===== config.mk =====
export PLATFORM = sky130hd
export DESIGN_NAME = dzcpu_useq
export DESIGN_NICKNAME = d
export VERILOG_FILES = /design/src/rtl/dzcpu_useq.sv
export SDC_FILE = /design/constraint.sdc
export NUM_CORES = 1
export LEC_CHECK = 0
export ABC_AREA = 1
export CELL_PAD_IN_SITES_DETAIL_PLACEMENT = 2
export CELL_PAD_IN_SITES_GLOBAL_PLACEMENT = 2
export CORE_UTILIZATION = 34
export CTS_BUF_LIST = sky130_fd_sc_hd__clkbuf_8
export CTS_CLUSTER_SIZE = 16
export DETAILED_ROUTE_END_ITERATION = 6
export DONT_BUFFER_PORTS = 1
export HOLD_SLACK_MARGIN = 0.12
export PLACE_DENSITY = 0.86
export SKIP_CTS_REPAIR_TIMING = 1
export SLEW_MARGIN = 10
export SYNTH_ARGS = -nofsm -noshare
export SYNTH_HDL_FRONTEND = slang
export SYNTH_SLANG_ARGS = --single-unit

===== constraint.sdc =====
create_clock -name iClock -period 2 [get_ports iClock]
set_clock_uncertainty 0.1 [all_clocks]
set_input_delay 0.3 -clock iClock [delete_from_list [all_inputs] [get_ports iClock]]
set_output_delay 0.3 -clock iClock [all_outputs]
set_load 0.02 [all_outputs]

===== src/rtl/dzcpu_useq.sv =====
// dzcpu_useq: microcode sequencer. Fetches an opcode, walks its micro-op ROM flow one entry per cycle,
// and emits execute strobes plus PC-increment, flag-update, retire and illegal pulses to the datapath.
module dzcpu_useq #(
  parameter logic [2:0] FL_OP         = 3'd0,
  parameter logic [2:0] FL_INC        = 3'd1,
  parameter logic [2:0] FL_EOF        = 3'd2,
  parameter logic [2:0] FL_INC_EOF    = 3'd3,
  parameter logic [2:0] FL_EOF_FU     = 3'd4,
  parameter logic [2:0] FL_INC_EOF_FU = 3'd5,
  parameter logic [2:0] FL_INC_EOF_Z  = 3'd6,
  parameter logic [4:0] UOP_JCB       = 5'd31,
  parameter int         WDOG_MAX      = 64
) (
  input  logic        iClock,
  input  logic        iReset,
  input  logic [7:0]  iMemData,
  input  logic        iMemReady,
  input  logic        iStall,
  input  logic        iZeroFlag,
  output logic [7:0]  oMop,
  input  logic [7:0]  iFlowIdx,
  input  logic [7:0]  iCbFlowIdx,
  output logic [7:0]  oUopAddr,
  input  logic [12:0] iUop,
  output logic        oUopValid,
  output logic [9:0]  oUop,
  output logic        oPcInc,
  output logic        oFlagUpdate,
  output logic        oRetire,
  output logic        oIllegal
);

  typedef enum logic [1:0] {
    FETCH   = 2'd0,
    DECODE  = 2'd1,
    EXEC    = 2'd2,
    CBFETCH = 2'd3
  } state_t;

  localparam logic [6:0] LP_WDOG_LAST = 7'(WDOG_MAX - 1);

  state_t     rState, w_state_nxt;
  logic [7:0] rUPC, w_upc_nxt;
  logic [7:0] rMop, w_mop_nxt;
  logic       rCb, w_cb_nxt;
  logic [6:0] rWdog, w_wdog_nxt;

  logic [2:0] w_flow;
  logic       w_jcb;
  logic       w_wdog_hit;
  logic       w_eof;

  assign w_flow     = iUop[12:10];
  assign w_jcb      = (iUop[9:5] == UOP_JCB);
  assign w_wdog_hit = (rWdog == LP_WDOG_LAST);
  assign oUopAddr   = rUPC;
  assign oMop       = rMop;

  always_ff @(posedge iClock or posedge iReset) begin
    if (iReset) begin
      rState <= FETCH;
      rUPC   <= 8'h00;
      rMop   <= 8'h00;
      rCb    <= 1'b0;
      rWdog  <= 7'd0;
    end else begin
      rState <= w_state_nxt;
      rUPC   <= w_upc_nxt;
      rMop   <= w_mop_nxt;
      rCb    <= w_cb_nxt;
      rWdog  <= w_wdog_nxt;
    end
  end

  always_comb begin
    w_state_nxt = rState;
    w_upc_nxt   = rUPC;
    w_mop_nxt   = rMop;
    w_cb_nxt    = rCb;
    w_wdog_nxt  = rWdog;
    w_eof       = 1'b0;
    oUopValid   = 1'b0;
    oUop        = 10'd0;
    oPcInc      = 1'b0;
    oFlagUpdate = 1'b0;
    oRetire     = 1'b0;
    oIllegal    = 1'b0;

    // A stall freezes every register and silences all strobes.
    if (!iStall) begin
      case (rState)
        FETCH, CBFETCH: begin
          if (iMemReady) begin
            w_mop_nxt   = iMemData;
            w_cb_nxt    = (rState == CBFETCH);
            w_state_nxt = DECODE;
          end
        end
        DECODE: begin
          w_upc_nxt   = rCb ? iCbFlowIdx : iFlowIdx;
          w_wdog_nxt  = 7'd0;
          w_state_nxt = EXEC;
        end
        EXEC: begin
          oUopValid  = 1'b1;
          oUop       = iUop[9:0];
          w_wdog_nxt = rWdog + 7'd1;
          case (w_flow)
            FL_OP:         ;
            FL_INC:        oPcInc = 1'b1;
            FL_EOF:        w_eof = 1'b1;
            FL_INC_EOF:    begin oPcInc = 1'b1; w_eof = 1'b1; end
            FL_EOF_FU:     begin oFlagUpdate = 1'b1; w_eof = 1'b1; end
            FL_INC_EOF_FU: begin oPcInc = 1'b1; oFlagUpdate = 1'b1; w_eof = 1'b1; end
            FL_INC_EOF_Z:  begin oPcInc = 1'b1; w_eof = iZeroFlag; end
            default:       begin oIllegal = 1'b1; w_eof = 1'b1; end
          endcase
          // JCB hands off to the CB table without retiring; it also counts as leaving the flow.
          if (w_jcb) begin
            w_state_nxt = CBFETCH;
          end else if (w_eof) begin
            oRetire     = 1'b1;
            w_state_nxt = FETCH;
          end else if (w_wdog_hit) begin
            oIllegal    = 1'b1;
            oRetire     = 1'b1;
            w_state_nxt = FETCH;
          end else begin
            w_upc_nxt = rUPC + 8'd1;
          end
        end
        default: w_state_nxt = FETCH;
      endcase
    end
  end

endmodule


## After elaboration in Yosys (flattened, before gate mapping)

Index checks and enable logic that the tools add are counted.

| storage, ports and cells | value |
|---|---|
| register bits after elaboration | 26 |
| input port bits | 42 |
| output and inout port bits | 31 |
| word-level logic and storage cells | 71 |

| cells by class | value |
|---|---|
| add/sub/neg operators | 2 |
| equal/unequal tests | 16 |
| mux-type cells | 35 |
| bitwise operators | 1 |
| reductions and logical operators | 12 |

Operators with widths:

| kind | number |
|---|---|
| $mux 8 | 4 |
| $mux 1 | 21 |
| $mux 10 | 2 |
| $pmux 8 s2 | 1 |
| $pmux 7 s2 | 1 |
| $eq 3x3->1 const B | 3 |
| $add 8x1->8 const B | 1 |
| $mux 2 | 4 |
| $ne 2x2->1 const B | 4 |
| $add 7x1->7 const B | 1 |
| $eq 7x6->1 const B | 1 |
| $reduce_or 7->1 | 1 |
| $eq 3x2->1 const B | 2 |
| $pmux 2 s3 | 1 |
| $reduce_and 3->1 | 2 |
| $reduce_or 2->1 | 3 |
| $eq 5x5->1 const B | 1 |
| $reduce_and 5->1 | 1 |
| $eq 2x2->1 const B | 2 |
| $ne 4x4->1 const B | 1 |
| $reduce_or 4->1 | 1 |
| $eq 3x1->1 const B | 1 |
| $logic_not 3->1 | 1 |
| $eq 2x1->1 const B | 1 |
| 5 further kinds | 5 |

## Logic depth before layout (Yosys ltp)

Gate-level depths: netlist of the first run.

| logic depth | value |
|---|---|
| depth after elaboration | 9 |
| depth in mapped cells | 10 |
| gate-level depth less buffers | 10 |

## Least setup slack after synthesis of the first run

No wires, ideal clock.

| timing path | value |
|---|---|
| path kind | register to output |
| start point | register rWdog[0] |
| end point | output port oRetire |
| data arrival time | 1.565 ns |
| data required time | 1.600 ns |
| slack | 0.035 ns |
| cell stages (with the launch flop) | 8 |
| buffers on the path | 0 |
| cell sequence | dfrtp_1 > ha_1 > inv_1 > nor2_4 > nand2_2 > nand2_4 > inv_2 > nor4_1 |

| on the way | value |
|---|---|
| cells in the longest elaborated chain, start to end | 6 |

RTL lines:

| item | line | text |
|---|---|---|
| from (decl) | 46 | `logic [6:0] rWdog, w_wdog_nxt;` |
| from (signal assigned) | 71 | `rWdog <= w_wdog_nxt;` |
| $eq 7x6->1 | 55 | `assign w_wdog_hit = (rWdog == LP_WDOG_LAST);` |
| $mux 1 | 124 | `end else if (w_wdog_hit) begin` |
| $mux 1 | 121 | `end else if (w_eof) begin` |
| $mux 1 | 119 | `if (w_jcb) begin` |
| $mux 1 | 91 | `case (rState)` |
| $mux 1 | 90 | `if (!iStall) begin` |
| to (decl) | 29 | `output logic oRetire,` |

Every way passes these cells.

## Worst setup path after layout of the first run

| timing path | value |
|---|---|
| start point | register rWdog[1] |
| end point | output port oRetire |

The elaborated chain is that of the path after synthesis.

==> results of run 1 <==
## cell type report
class | instances | share of cell area, %
clock buffers | 3 | 1.86
inverters | 24 | 4.29
clock inverters | 1 | 1.35
multi-input cells | 191 | 46.1
repair buffers | 36 | 13.3
well taps | 67 | 3.78
flip-flops and latches | 26 | 29.3
## final timing paths
check / slack [ps] / startpoint / to / cells after the start
setup / recovery: 3 / rWdog[1] / oRetire / 8
hold / removal: 180 / iStall / rWdog[0] / 3
setup reg to reg: 260 / rState[1] / oUopAddr[2] / 8
hold reg to reg: 460 / rWdog[0] / rWdog[0] / 1
max in group asynchronous: 1110 / iReset / rWdog[0] / 3
min in group asynchronous: 430 / iReset / oMop[0] / 3
## flip-flops by register name, indices dropped and copies added, names as in the netlist
| name | flops |
|---|---|
| rCb | 1 |
| oUopAddr | 8 |
| oMop | 8 |
| rWdog | 7 |
| rState | 2 |
## cell families after synthesis
family	synth area share, %
adder cells (fa/ha/maj)	3.54
flip-flops	36.9
AO/OA/AOI/OAI	7.94
XOR/XNOR	0.496
multiplexers	5.10
AND/OR/NAND/NOR	38.8
buffers and inverters	7.30
## placed cells by master (no fill, tap or decap), types with 2 or more instances in the layout
cell	n
nand2_2	5
o22ai_1	2
o21ai_0	9
inv_2	7
clkbuf_8	3
ha_4	2
nand3_1	24
nor2_1	39
inv_4	2
nand2_4	3
a21oi_1	9
nand2_1	72
inv_1	15
o21bai_1	2
ha_1	3
dlygate4sd3_1	10
buf_4	26
nor2_4	4
mux2_2	8
dfrtp_1	26
## layer usage
metal / GRT usage [%] / wire length (µm) / up-vias
met4: 3.42 / 80 / 0
met5: 0 / 0 / -
met2: 39.4 / 3560 / 42
met3: 2.57 / 256 / 6
met1: 22.8 / 2650 / 904
li1: - / - / 855
## power groups by stage
stage / registers [mW] / clock network, mW / logic, mW
6_report: 1.13 / 0.446 / 1.25
5_1_grt: 1.15 / 0.477 / 1.38
4_1_cts: 1.11 / 0.457 / 1.11
3_5_place_dp: 1.12 / 0 / 1.10
3_3_place_gp: 1.11 / 0 / 1.04
2_1_floorplan: 1.08 / 0 / 0.808
## worst max-delay path: stages (launching register included)
cell,delay [ps]
dfrtp_1,430
ha_4,170
inv_2,40
nor2_4,110
nand2_2,100
nand2_4,120
inv_4,40
nor4_2,140
buf_4,180
## metrics by stage
step | setup TNS (ps) | total power, mW | std cells | utilization, %
6_report | 0 | 2.82 | 348 | 45.8
5_1_grt | -57.7 | 3.01 | 348 | 45.8
4_1_cts | -469 | 2.68 | 333 | 42.1
3_5_place_dp | 0 | 2.22 | 329 | 40.6
3_3_place_gp | 0 | 2.15 | 329 | 40.6
2_1_floorplan | 0 | 1.88 | 246 | -
==> key figures, run 1 <==
Status
  • Status: finished, final reports clean

Power
  • Sequential share of power: 39.9%
  • Switching Power: 1.36 mW
  • Design internal power: 1.47 mW
  • Max VDD drop: around 0.55 mV
  • Clock share of power: 15.8%
  • Sw frac: 48.1%
  • Gate power share: 44.3%
  • LEAKAGE: about 1.1 nW
  • PwrDens: 1270 nW/µm²

STA
  • Final Cycle Share: 99.9%
  • Max Slew Vio Count: 0
  • Unrepaired setup endpoints after global routing: true
  • Hold Slack: 182 ps
  • Final setup vio count: 0
  • Post-route minimum period: 2000 ps
  • Max Freq: 0.501 GHz
  • Max_slew headroom: between 70% and 80%
  • Actual slew at the worst max-slew pin: 443 ps
  • Final Hold Viols: 0
  • Final worst setup slack: 2.52 ps

Final layout
  • Multi-input logic area: 1020 µm²
  • Synth-to-layout area growth: 25.7%
  • Share of cells above drive strength 1: 22.8%
  • Final #Nets: 329
  • Seq. cell area: 651 µm²
  • FILL cells: 571
  • Antenna fix cells: 0
  • Cell area after layout: 2220 µm²

Worst setup path
  • Crit path arrival time: 1600 ps
  • Setup CP Type: register to primary output
  • CP Max Fanout: 3
  • Startpoint Class: register
  • WP data required: about 1600 ps
  • CP endpoint kind: primary output

GRT
  • Gr usage total: 19.9%
  • Largest net degree at the start of global routing: 27
  • Initial antenna violation count: 0
  • Vias in the first global route: 1810
  • First-pass GRT wire length: 8.34 mm
  • Grt total ovfl: 0

Drt
  • Vias/cell: 5.19
  • DRT antenna net count: 0
  • DR vias: approximately 1800
  • Post-Route WL: 6.55 mm
  • WL/cell: 18.8 µm
  • DR pass1 iterations: 4
  • Number of remaining DRC errors: 0
  • DRT iter0 DRCs: 58

Yosys
  • Asr flop ratio synth: 100%
  • Synth area leaders: dfrtp_1, nand2_1, nor2_1
  • Synth Warn #: 0
  • Area leader, netlist: dfrtp_1
  • Synth Instances: 246
  • Most frequent cell after synthesis: nand2_1
  • Avg Cell Area, Syn: 7.18 µm²
  • Count of different cell masters after synthesis: 28
  • Most used flip-flop cell after synthesis: dfrtp_1
  • Post-synthesis register bit count: 26
  • Post-synth top area share: 36.9%
  • Syn Nets: 293
  • Post-synthesis sequential area ratio: 36.9%
  • Synth top cells by count: nand2_1, nor2_1, dfrtp_1
  • Synth Cell Area: 1770 µm²
  • Post-synth EDFFs: 0

Worst hold path
  • Hold Path Class: input port to register

Placed design
  • Post-detail-place hpwl: 4.07 mm
  • I/O Buffers: 0
  • Placed cell area: 1970 µm²
  • RD Place Congestion: 0.822
  • Pre-CTS setup slack: 200 ps

Clocking
  • CTS tree: done
  • Clock Tree Root: clkbuf_8
  • # clock sinks: 26
  • CTS Buf Count: 3
  • Worst skew pair latency: 270 ps
  • # H-tree levels: 1
  • Maximum root-to-sink buffer count: 2
  • Clk slew on worst S/H paths: 100 ps

Die
  • Die width: approximately 74 µm
  • Rows: 25
  • Initial Util: 36.4%
  • Die Y: 74.1 µm
  • Core area: approximately 4800 µm²
  • Die ar.: 5480 µm²
  • IO Count: 73

Job
  • Max Cap Viol: 0
Power figures use the tool's default switching activity.
==> run 2: changes to the inputs <==
==> constraint.sdc (replaced) <==
create_clock -name iClock -period 2.03 [get_ports iClock]
set_clock_uncertainty 0.1 [all_clocks]
set_input_delay 0.3045 -clock iClock [delete_from_list [all_inputs] [get_ports iClock]]
set_output_delay 0.3045 -clock iClock [all_outputs]
set_load 0.02 [all_outputs]
==> key figures, run 2 (same netlist as run 1, synthesis figures left out) <==
GRT
  • Grt total ovfl: 0
  • Largest net degree at the start of global routing: 27
  • Gr usage total: a little over a fifth
  • Initial antenna violation count: 0
  • Vias in the first global route: 1881
  • First-pass GRT wire length: 8.96 mm

Final layout
  • Final #Nets: 333
  • Synth-to-layout area growth: 26.6%
  • Leading cell type in the layout, fill and taps excluded: nand2_1
  • Post-Layout Cell Count: 352
  • Share of cells above drive strength 1: 23.5%
  • Cell area after layout: 2240 µm²
  • FILL cells: around 560
  • Most frequent cells in the layout: nand2_1, nor2_1, buf_4
  • Util after Layout: around 46%
  • Antenna fix cells: 0

Job
  • Max Cap Viol: 0

Die
  • Die ar.: ~5500 µm²
  • IO Count: 73
  • Die Y: approximately 74 µm
  • Rows: 25
  • Initial Util: 36.4%
  • Core area: 4850 µm²
  • Die width: 74.1 µm

Clocking
  • Clk slew on worst S/H paths: about 90 ps
  • # H-tree levels: 1
  • Worst skew pair latency: 270 ps
  • CTS tree: done
  • CTS Buf Count: 3
  • Maximum root-to-sink buffer count: 2
  • Clock Tree Root: clkbuf_8
  • # clock sinks: 26

Worst setup path
  • Crit path max-delay family: simple AND/OR/NAND/NOR gates
  • Buf/Inv on CP: 3
  • CP Max Fanout: 3
  • Crit-path most repeated cell: inv_2
  • CP endpoint kind: primary output
  • Crit-path max cell delay: about 390 ps
  • Setup CP Type: register to primary output
  • Crit-path cells: ha_2 > inv_2 > nor2_4 > nand2_2 > nand2_4 > inv_2 > nor4_2 > buf_4
  • WP data required: around 1600 ps
  • Slowest-stage cell, CP: dfrtp_1
  • Startpoint Class: register
  • Crit path arrival time: 1620 ps

STA
  • Max Freq: 0.493 GHz
  • Final setup vio count: 0
  • Final Hold Viols: 0
  • Max_slew headroom: 74.0%
  • Final Cycle Share: 99.9%
  • TNS Setup: 0 ps
  • Hold Slack: 156 ps
  • Final worst setup slack: 2.60 ps
  • Post-route minimum period: 2030 ps
  • Max Slew Vio Count: 0
  • Actual slew at the worst max-slew pin: 391 ps

Power
  • Sw frac: approximately 47%
  • Gate power share: 44.3%
  • Max VDD drop: 0.601 mV
  • PwrDens: 1230 nW/µm²
  • Switching Power: ~1.3 mW
  • Total power: around 2.7 mW
  • Design internal power: around 1.5 mW
  • Clock share of power: 15.7%
  • LEAKAGE: 1.10 nW
  • Sequential share of power: 40.0%

Drt
  • Number of remaining DRC errors: 0
  • DR vias: 1791
  • Vias/cell: 5.09
  • DRT iter0 DRCs: 74
  • WL/cell: 17.4 µm
  • Post-Route WL: 6.14 mm
  • DRT antenna net count: 0
  • DR pass1 iterations: 4

Placed design
  • Placed cell area: 1970 µm²
  • I/O Buffers: 0
  • Pre-CTS setup slack: about 180 ps
  • Dpl cells: roughly 330
  • Post-detail-place hpwl: between 4 and 5 mm
  • RD Place Congestion: 0.817

Worst hold path
  • Hold Path Class: input port to register

Status
  • Status: finished, final reports clean
run 2: cell count changes in the layout (fill, tap and decap cells not counted), sizes merged:
| cell | before | now |
|---|---|---|
| buf | 26 | 30 |
run 2: area by class of cell:
type / count / area, µm² / area share, %
sequential: 26 / 651 / 29.1
timing repair buffer: 40 / 325 / 14.5
clock inverter: 1 / 30.0 / 1.34
inverter: 24 / 92.6 / 4.14
tap: 67 / 83.8 / 3.75
multi-input combinational: 191 / 1010 / 45.3
clock buffer: 3 / 41.3 / 1.85
run 2: power groups by stage:
| stage | Clock [mW] | Combinational [mW] | Sequential [mW] |
|---|---|---|---|
| after floorplan | 0 | 0.796 | 1.06 |
| after global placement | 0 | 1.02 | 1.10 |
| after detailed placement | 0 | 1.10 | 1.12 |
| after CTS | 0.449 | 1.11 | 1.10 |
| after global routing | 0.461 | 1.36 | 1.13 |
| final | 0.431 | 1.22 | 1.10 |
run 2: worst paths after layout:
path / start / end / slack [ps] / depth (start not counted)
setup / recovery: rWdog[1] / oRetire / 3 / 8
min in group asynchronous: iReset / oMop[4] / 450 / 3
hold reg to reg: rWdog[1] / rWdog[1] / 440 / 2
setup reg to reg: rState[0] / rWdog[5] / 300 / 8
hold / removal: iStall / rWdog[0] / 160 / 3
max in group asynchronous: iReset / oMop[1] / 1120 / 3
run 2: routing by layer:
layer	track usage (%)	wire length (µm)
met3	2.71	215
met5	0	0
met2	44.4	3480
met1	23.3	2410
met4	3.21	38
run 2: worst min-delay path: stages:
cell and delay, ps:
nor2_4 30, inv_1 80, o31ai_1 80
